`src/rtl/pc_fetch_ctrl_pkg.sv`:
```
// Shared definitions for the fetch-stage PC controller: default vectors, exception
// codes, FSM encoding and small address helpers reused by the M-stage checker.
package pc_fetch_ctrl_pkg;

    localparam logic [31:0] RESET_PC_DEF   = 32'h0000_3000;
    localparam logic [31:0] EXC_VECTOR_DEF = 32'h0000_4180;
    localparam logic [31:0] IMEM_LO_DEF    = 32'h0000_3000;
    localparam logic [31:0] IMEM_HI_DEF    = 32'h0000_6ffc;

    localparam logic [4:0] EXC_ADEL = 5'd4;
    localparam logic [4:0] EXC_NONE = 5'd0;

    typedef enum logic {
        RUN   = 1'b0,
        REDIR = 1'b1
    } fetch_state_e;

    typedef enum logic [2:0] {
        SEL_EXC  = 3'd0,
        SEL_ERET = 3'd1,
        SEL_HOLD = 3'd2,
        SEL_NPC  = 3'd3,
        SEL_SEQ  = 3'd4
    } pc_sel_e;

    function automatic logic [31:0] pc_plus4(input logic [31:0] pc);
        return pc + 32'd4;
    endfunction

    function automatic logic word_misaligned(input logic [31:0] addr);
        return (addr[1:0] != 2'b00);
    endfunction

endpackage

```
`src/rtl/pc_addr_chk.sv`:
```
// Combinational word-address checker raising AdEL on misalignment and, when
// PC_RANGE_CHECK_EN is defined, on addresses outside [ADDR_LO, ADDR_HI].
module pc_addr_chk
    import pc_fetch_ctrl_pkg::*;
#(
`ifdef PC_RANGE_CHECK_EN
    parameter logic [31:0] ADDR_LO = IMEM_LO_DEF,
    parameter logic [31:0] ADDR_HI = IMEM_HI_DEF
`endif
) (
    input  logic [31:0] addr,
    input  logic        addr_valid,
    output logic        adel
);

    logic out_of_range_s;

`ifdef PC_RANGE_CHECK_EN
    // Window compare against the legal instruction-memory range.
    always_comb begin
        out_of_range_s = (addr < ADDR_LO) || (addr > ADDR_HI);
    end
`else
    // Without the window check only alignment matters.
    always_comb begin
        out_of_range_s = 1'b0;
    end
`endif

    // A bubble never raises an address error.
    always_comb begin
        if (addr_valid) begin
            adel = word_misaligned(addr) | out_of_range_s;
        end else begin
            adel = 1'b0;
        end
    end

endmodule

```
`src/rtl/pc_fetch_ctrl.sv`:
```
// Fetch-stage PC register and next-PC selection for the 5-stage MIPS pipeline.
// Optional macro PC_RANGE_CHECK_EN adds the IMEM_LO/IMEM_HI window to the AdEL check.
module pc_fetch_ctrl
    import pc_fetch_ctrl_pkg::*;
#(
    parameter logic [31:0] RESET_PC   = RESET_PC_DEF,
    parameter logic [31:0] EXC_VECTOR = EXC_VECTOR_DEF
`ifdef PC_RANGE_CHECK_EN
    ,
    parameter logic [31:0] IMEM_LO    = IMEM_LO_DEF,
    parameter logic [31:0] IMEM_HI    = IMEM_HI_DEF
`endif
) (
    input  logic        clk,
    input  logic        reset,
    input  logic        stall,
    input  logic        npc_change,
    input  logic [31:0] npc_target,
    input  logic        is_jump_d,
    input  logic        exc_req,
    input  logic        eret_req,
    input  logic [31:0] epc,
    output logic [31:0] pc_f,
    output logic [31:0] pc4_f,
    output logic        fetch_valid,
    output logic        bd_f,
    output logic        adel_f,
    output logic [4:0]  exccode_f,
    output logic        flush_fd
);

    fetch_state_e state_r;
    fetch_state_e state_nxt_s;
    pc_sel_e      pc_sel_s;
    logic [31:0]  pc_r;
    logic [31:0]  pc_nxt_s;
    logic         bd_r;
    logic         bd_nxt_s;
    logic         fv_r;
    logic         fv_nxt_s;

    // Source priority: CP0 redirects beat the hazard freeze, which beats D-stage redirects.
    always_comb begin
        pc_sel_s = SEL_SEQ;
        if (exc_req) begin
            pc_sel_s = SEL_EXC;
        end else if (eret_req) begin
            pc_sel_s = SEL_ERET;
        end else if (stall) begin
            pc_sel_s = SEL_HOLD;
        end else if (npc_change) begin
            pc_sel_s = SEL_NPC;
        end else begin
            pc_sel_s = SEL_SEQ;
        end
    end

    // Next PC, FSM state, delay-slot flag and valid flag for the selected source.
    always_comb begin
        pc_nxt_s    = pc_plus4(pc_r);
        state_nxt_s = RUN;
        bd_nxt_s    = 1'b0;
        fv_nxt_s    = 1'b1;
        case (pc_sel_s)
            SEL_EXC: begin
                pc_nxt_s    = EXC_VECTOR;
                state_nxt_s = REDIR;
                fv_nxt_s    = ~stall;
            end
            SEL_ERET: begin
                pc_nxt_s    = epc;
                state_nxt_s = REDIR;
                fv_nxt_s    = ~stall;
            end
            SEL_HOLD: begin
                pc_nxt_s = pc_r;
                bd_nxt_s = bd_r;
            end
            SEL_NPC: begin
                pc_nxt_s = npc_target;
                bd_nxt_s = is_jump_d;
            end
            SEL_SEQ: begin
                bd_nxt_s = is_jump_d;
            end
            default: begin
                pc_nxt_s = RESET_PC;
            end
        endcase
    end

    // Fetch registers; reset is sampled here so it overrides every other source.
    always_ff @(posedge clk) begin
        if (reset) begin
            pc_r    <= RESET_PC;
            state_r <= RUN;
            bd_r    <= 1'b0;
            fv_r    <= 1'b1;
        end else begin
            pc_r    <= pc_nxt_s;
            state_r <= state_nxt_s;
            bd_r    <= bd_nxt_s;
            fv_r    <= fv_nxt_s;
        end
    end

    // The instruction after a taken branch is still executed, so only CP0 redirects flush.
    assign flush_fd    = ~reset & (exc_req | eret_req);
    assign pc_f        = pc_r;
    assign pc4_f       = pc_plus4(pc_r);
    assign fetch_valid = fv_r;
    assign bd_f        = bd_r & (state_r == RUN);

    pc_addr_chk #(
`ifdef PC_RANGE_CHECK_EN
        .ADDR_LO (IMEM_LO),
        .ADDR_HI (IMEM_HI)
`endif
    ) u_addr_chk (
        .addr       (pc_r),
        .addr_valid (fv_r),
        .adel       (adel_f)
    );

    // Exception code follows the address-error flag.
    always_comb begin
        if (adel_f) begin
            exccode_f = EXC_ADEL;
        end else begin
            exccode_f = EXC_NONE;
        end
    end

endmodule
```
`config.mk`:
```
export PLATFORM = sky130hd
export DESIGN_NAME = pc_fetch_ctrl
export DESIGN_NICKNAME = d
export VERILOG_FILES = /design/src/rtl/pc_fetch_ctrl_pkg.sv /design/src/rtl/pc_addr_chk.sv /design/src/rtl/pc_fetch_ctrl.sv
export SDC_FILE = /design/constraint.sdc
export NUM_CORES = 1
export LEC_CHECK = 0
export ABC_AREA = 1
export ABC_CLOCK_PERIOD_IN_PS = 1460
export BUFFER_PORTS_ARGS = -buffer_cell sky130_fd_sc_hd__clkbuf_2
export CORE_UTILIZATION = 41
export CTS_CLUSTER_SIZE = 40
export DETAILED_ROUTE_END_ITERATION = 12
export PLACE_DENSITY = 0.74
export SKIP_CTS_REPAIR_TIMING = 1
export SYNTH_ARGS = -nofsm -noshare
export SYNTH_HDL_FRONTEND = slang
export SYNTH_HIERARCHICAL = 1
export SYNTH_SLANG_ARGS = --single-unit
```
`constraint.sdc`:
```
create_clock -name clk -period 1.46 [get_ports clk]
set_input_delay 0.073 -clock clk [delete_from_list [all_inputs] [get_ports clk]]
set_output_delay 0.073 -clock clk [all_outputs]
set_load 0.02 [all_outputs]
```
==> key figures <==
Clock network
  – Clk sink count: 35
  – CTS tree: done
  – Clk buf depth: 2
  – Clock Latency Late Sink: 290 ps
  – TritonCTS Buffers: 5
  – Clk slew on worst S/H paths: 80 ps
  – Clock H-tree levels: 2
  – Master cell of the clock root buffer: sky130_fd_sc_hd__clkbuf_8

Synth
  – Synthesis-stage register bit count: 35
  – Cell area after synthesis: 2715 um2
  – Ys Warns: 6
  – Avg Synthesized Cell Area: 5.852 um2
  – Post-synthesis cell count: 464
  – Sequential-to-total area share from yosys stat: 0.2581
  – Number of distinct standard cells referenced by the synthesized netlist: 32

Floorplan
  – Die outline area: 6951 um2
  – Row count: 29
  – Core region area: 6386 um2
  – Die boundary width: 83.38 um
  – Die Height: about 83 um
  – I/O pin total: 144
  – Effective utilization at floorplan: 0.4252

STA
  – Final worst setup slack: -253.8 ps
  – Number of failing setup endpoints in the final timing report: 31
  – Setup repair after global routing missed its margin: yes
  – Setup total negative slack: -5328 ps
  – Final max-slew violation count: 0
  – Highest attainable clock frequency: 583.5 MHz
  – Final Skew: 6.015 ps
  – Final hold violations: 1
  – Time the final worst path needs with I/O delays and setup: 1714 ps
  – Final worst path period share: 1.174
  – Hold_ws: -7.416 ps

Final layout
  – Share of final-layout standard cells stronger than drive strength 1: 0.5117
  – Ant. Diodes: 0
  – Post-route design area: between 4000 and 5000 um2
  – Synth-to-Final Area Change: 69.91%
  – Post-route insts no fill: 720
  – Nets: a little over 700
  – Post-layout utilization of the core: 0.7224

Global routing
  – Antenna violations before repair: 0
  – Remaining Overflow, GRT: 0
  – Wire length of the first global-routing pass: 15.41 mm
  – Vias in the first global route: 3397
  – GR Util All Layers: 0.2671
  – Pin count of the biggest net entering global routing: 31

Setup path
  – Worst-path maximum fanout: 4
  – Element type at the critical path start: flop
  – Crit path required time: between 1000 and 1500 ps
  – Data arrival time of the critical path: 1640 ps
  – CP endpoint kind: output port
  – Worst Path Class, Setup: reg2out

Job
  – Max Cap Viol: 0

Place
  – HPWL Detailed: 7.356 mm
  – IO buf count: 139
  – Cell area reported after detailed placement: 3852 um2
  – Post-Place Cells: around 700
  – Post-Place Worst Slack: -18.46 ps
  – Final estimated routing congestion in global placement: 0.9912

Route
  – Violation count after the first detailed-route iteration: between 150 and 200
  – Via count: between 3000 and 4000
  – Average via count per standard cell: 5.056
  – Number of remaining DRC errors: 0
  – Total wire length: around 10 mm
  – Drt pass-1 iters: 4
  – Count of nets left with antenna violations after detail routing: 0
  – WL/cell: 13.84 um

Power
  – Overall Power: between 3 and 4 mW
  – Leakage power summed over all cells: 2.165 nW
  – Power density of the placed cells: roughly 660 nW/um2
  – Max VDD drop: 0.5292 mV

Status
  – Violations in the final reports: negative hold slack, negative setup slack
  – Status: complete, but fails checks

Min path
  – Type of the worst min-delay path: in2reg
==> flip-flops by register name (all words and copies together), names as in the netlist <==
signal / cells
fetch_valid: 1
state_r: 1
bd_r: 1
pc_f: 32
==> logic make-up (layout without fill, tap and decap cells) <==
family / after synthesis / in the layout / share of synthesized area
AOI/OAI and AO/OA: 80 / 80 / 0.1576
other: 1 / 4 / 0.001381
xor gates and xnor gates: 10 / 10 / 0.03502
buffers and inverters: 60 / 236 / 0.1037
and+or+nand+nor: 277 / 277 / 0.4396
DFF: 35 / 35 / 0.2581
adders and majority gates: 1 / 1 / 0.004608
==> path summary, 6_finish.rpt <==
path	end	start	depth (start not counted)	slack (ps)
worst min-delay path	fetch_valid$_SDFF_PP1_	stall	2	-7
worst min register to register	bd_r$_SDFFE_PP0P_	bd_r$_SDFFE_PP0P_	2	470
worst max register to register	pc_f[16]$_SDFFE_PP0P_	pc_f[2]$_SDFFE_PP0P_	11	-70
worst max-delay path	pc4_f[6]	pc_f[2]$_SDFFE_PP0P_	7	-250
==> report_power, final <==
| group | internal [mW] | switching (mW) |
|---|---|---|
| Sequential | 1.01 | 0.0718 |
| Clock | 0.681 | 0.386 |
| Combinational | 0.383 | 0.493 |
| Total | 2.08 | 0.950 |
==> final cells by class <==
type | instances | area [um2]
timing repair buffer | 191 | 1247
clock buffer | 5 | 68.82
fill | 519 | 1773
inverter | 37 | 146.4
multi-input combinational | 372 | 2237
tap | 77 | 96.34
clock inverter | 3 | 67.56
sequential | 35 | 749.5
==> cell usage after synthesis <==
cell type	count	area, um2
sky130_fd_sc_hd__conb_1	1	3.750
sky130_fd_sc_hd__and2_1	8	50.05
sky130_fd_sc_hd__inv_1	34	127.6
sky130_fd_sc_hd__or2_2	3	18.77
sky130_fd_sc_hd__nand3_2	1	10.01
sky130_fd_sc_hd__ha_1	1	12.51
sky130_fd_sc_hd__nor2_1	43	161.4
sky130_fd_sc_hd__nor2_4	2	22.52
sky130_fd_sc_hd__nand2_1	174	653.1
sky130_fd_sc_hd__nand3_1	25	125.1
sky130_fd_sc_hd__buf_2	7	35.03
sky130_fd_sc_hd__xnor2_1	5	43.79
sky130_fd_sc_hd__nand3b_1	3	22.52
sky130_fd_sc_hd__nor2_8	1	20.02
sky130_fd_sc_hd__clkbuf_2	2	10.01
sky130_fd_sc_hd__nand4_1	6	37.54
sky130_fd_sc_hd__xor2_1	4	35.03
sky130_fd_sc_hd__buf_4	8	60.06
sky130_fd_sc_hd__xor2_2	1	16.27
sky130_fd_sc_hd__nor2_2	7	43.79
sky130_fd_sc_hd__nand2_2	3	18.77
sky130_fd_sc_hd__clkbuf_1	4	15.01
sky130_fd_sc_hd__a21oi_1	47	235.2
sky130_fd_sc_hd__nor3_2	1	10.01
sky130_fd_sc_hd__o21ai_0	24	120.1
sky130_fd_sc_hd__o21bai_1	1	7.510
sky130_fd_sc_hd__a41oi_1	4	35.03
sky130_fd_sc_hd__a31oi_1	2	12.51
sky130_fd_sc_hd__inv_2	3	11.26
sky130_fd_sc_hd__buf_6	2	22.52
sky130_fd_sc_hd__dfxtp_1	35	700.7
sky130_fd_sc_hd__a22o_1	2	17.52
==> per-layer routing <==
metal / track usage / routed length, um
met4: 0.08464 / 124
met3: 0.03579 / 537
met2: 0.4523 / 4995
met1: 0.3508 / 4307
met5: 0 / 0
==> cell usage in the layout (no fill, tap or decap), types with 2 or more instances in the layout <==
| cell type | count |
|---|---|
| sky130_fd_sc_hd__a21oi_1 | 40 |
| sky130_fd_sc_hd__a21oi_2 | 7 |
| sky130_fd_sc_hd__a22o_1 | 2 |
| sky130_fd_sc_hd__a31oi_1 | 2 |
| sky130_fd_sc_hd__a41oi_1 | 3 |
| sky130_fd_sc_hd__and2_1 | 4 |
| sky130_fd_sc_hd__and2_4 | 4 |
| sky130_fd_sc_hd__buf_12 | 2 |
| sky130_fd_sc_hd__buf_4 | 52 |
| sky130_fd_sc_hd__buf_6 | 21 |
| sky130_fd_sc_hd__bufinv_16 | 2 |
| sky130_fd_sc_hd__clkbuf_2 | 115 |
| sky130_fd_sc_hd__clkbuf_8 | 5 |
| sky130_fd_sc_hd__conb_1 | 4 |
| sky130_fd_sc_hd__dfxtp_1 | 12 |
| sky130_fd_sc_hd__dfxtp_2 | 15 |
| sky130_fd_sc_hd__dfxtp_4 | 8 |
| sky130_fd_sc_hd__inv_1 | 30 |
| sky130_fd_sc_hd__inv_2 | 4 |
| sky130_fd_sc_hd__inv_4 | 3 |
| sky130_fd_sc_hd__nand2_1 | 143 |
| sky130_fd_sc_hd__nand2_2 | 26 |
| sky130_fd_sc_hd__nand2_4 | 7 |
| sky130_fd_sc_hd__nand3_1 | 20 |
| sky130_fd_sc_hd__nand3_2 | 4 |
| sky130_fd_sc_hd__nand3_4 | 2 |
| sky130_fd_sc_hd__nand3b_1 | 3 |
| sky130_fd_sc_hd__nand4_1 | 6 |
| sky130_fd_sc_hd__nor2_1 | 20 |
| sky130_fd_sc_hd__nor2_2 | 13 |
| sky130_fd_sc_hd__nor2_4 | 19 |
| sky130_fd_sc_hd__o21ai_0 | 23 |
| sky130_fd_sc_hd__or2_4 | 2 |
| sky130_fd_sc_hd__xnor2_4 | 3 |
| sky130_fd_sc_hd__xor2_2 | 4 |
==> critical path, stage by stage, from the launching register on <==
cell and delay [ps]:
sky130_fd_sc_hd__dfxtp_4 380, sky130_fd_sc_hd__ha_4 150, sky130_fd_sc_hd__nand3_4 100, sky130_fd_sc_hd__buf_6 140, sky130_fd_sc_hd__buf_4 130, sky130_fd_sc_hd__buf_6 120, sky130_fd_sc_hd__xnor2_4 190, sky130_fd_sc_hd__buf_6 140
No activity file was read; power rests on OpenSTA's default activity.
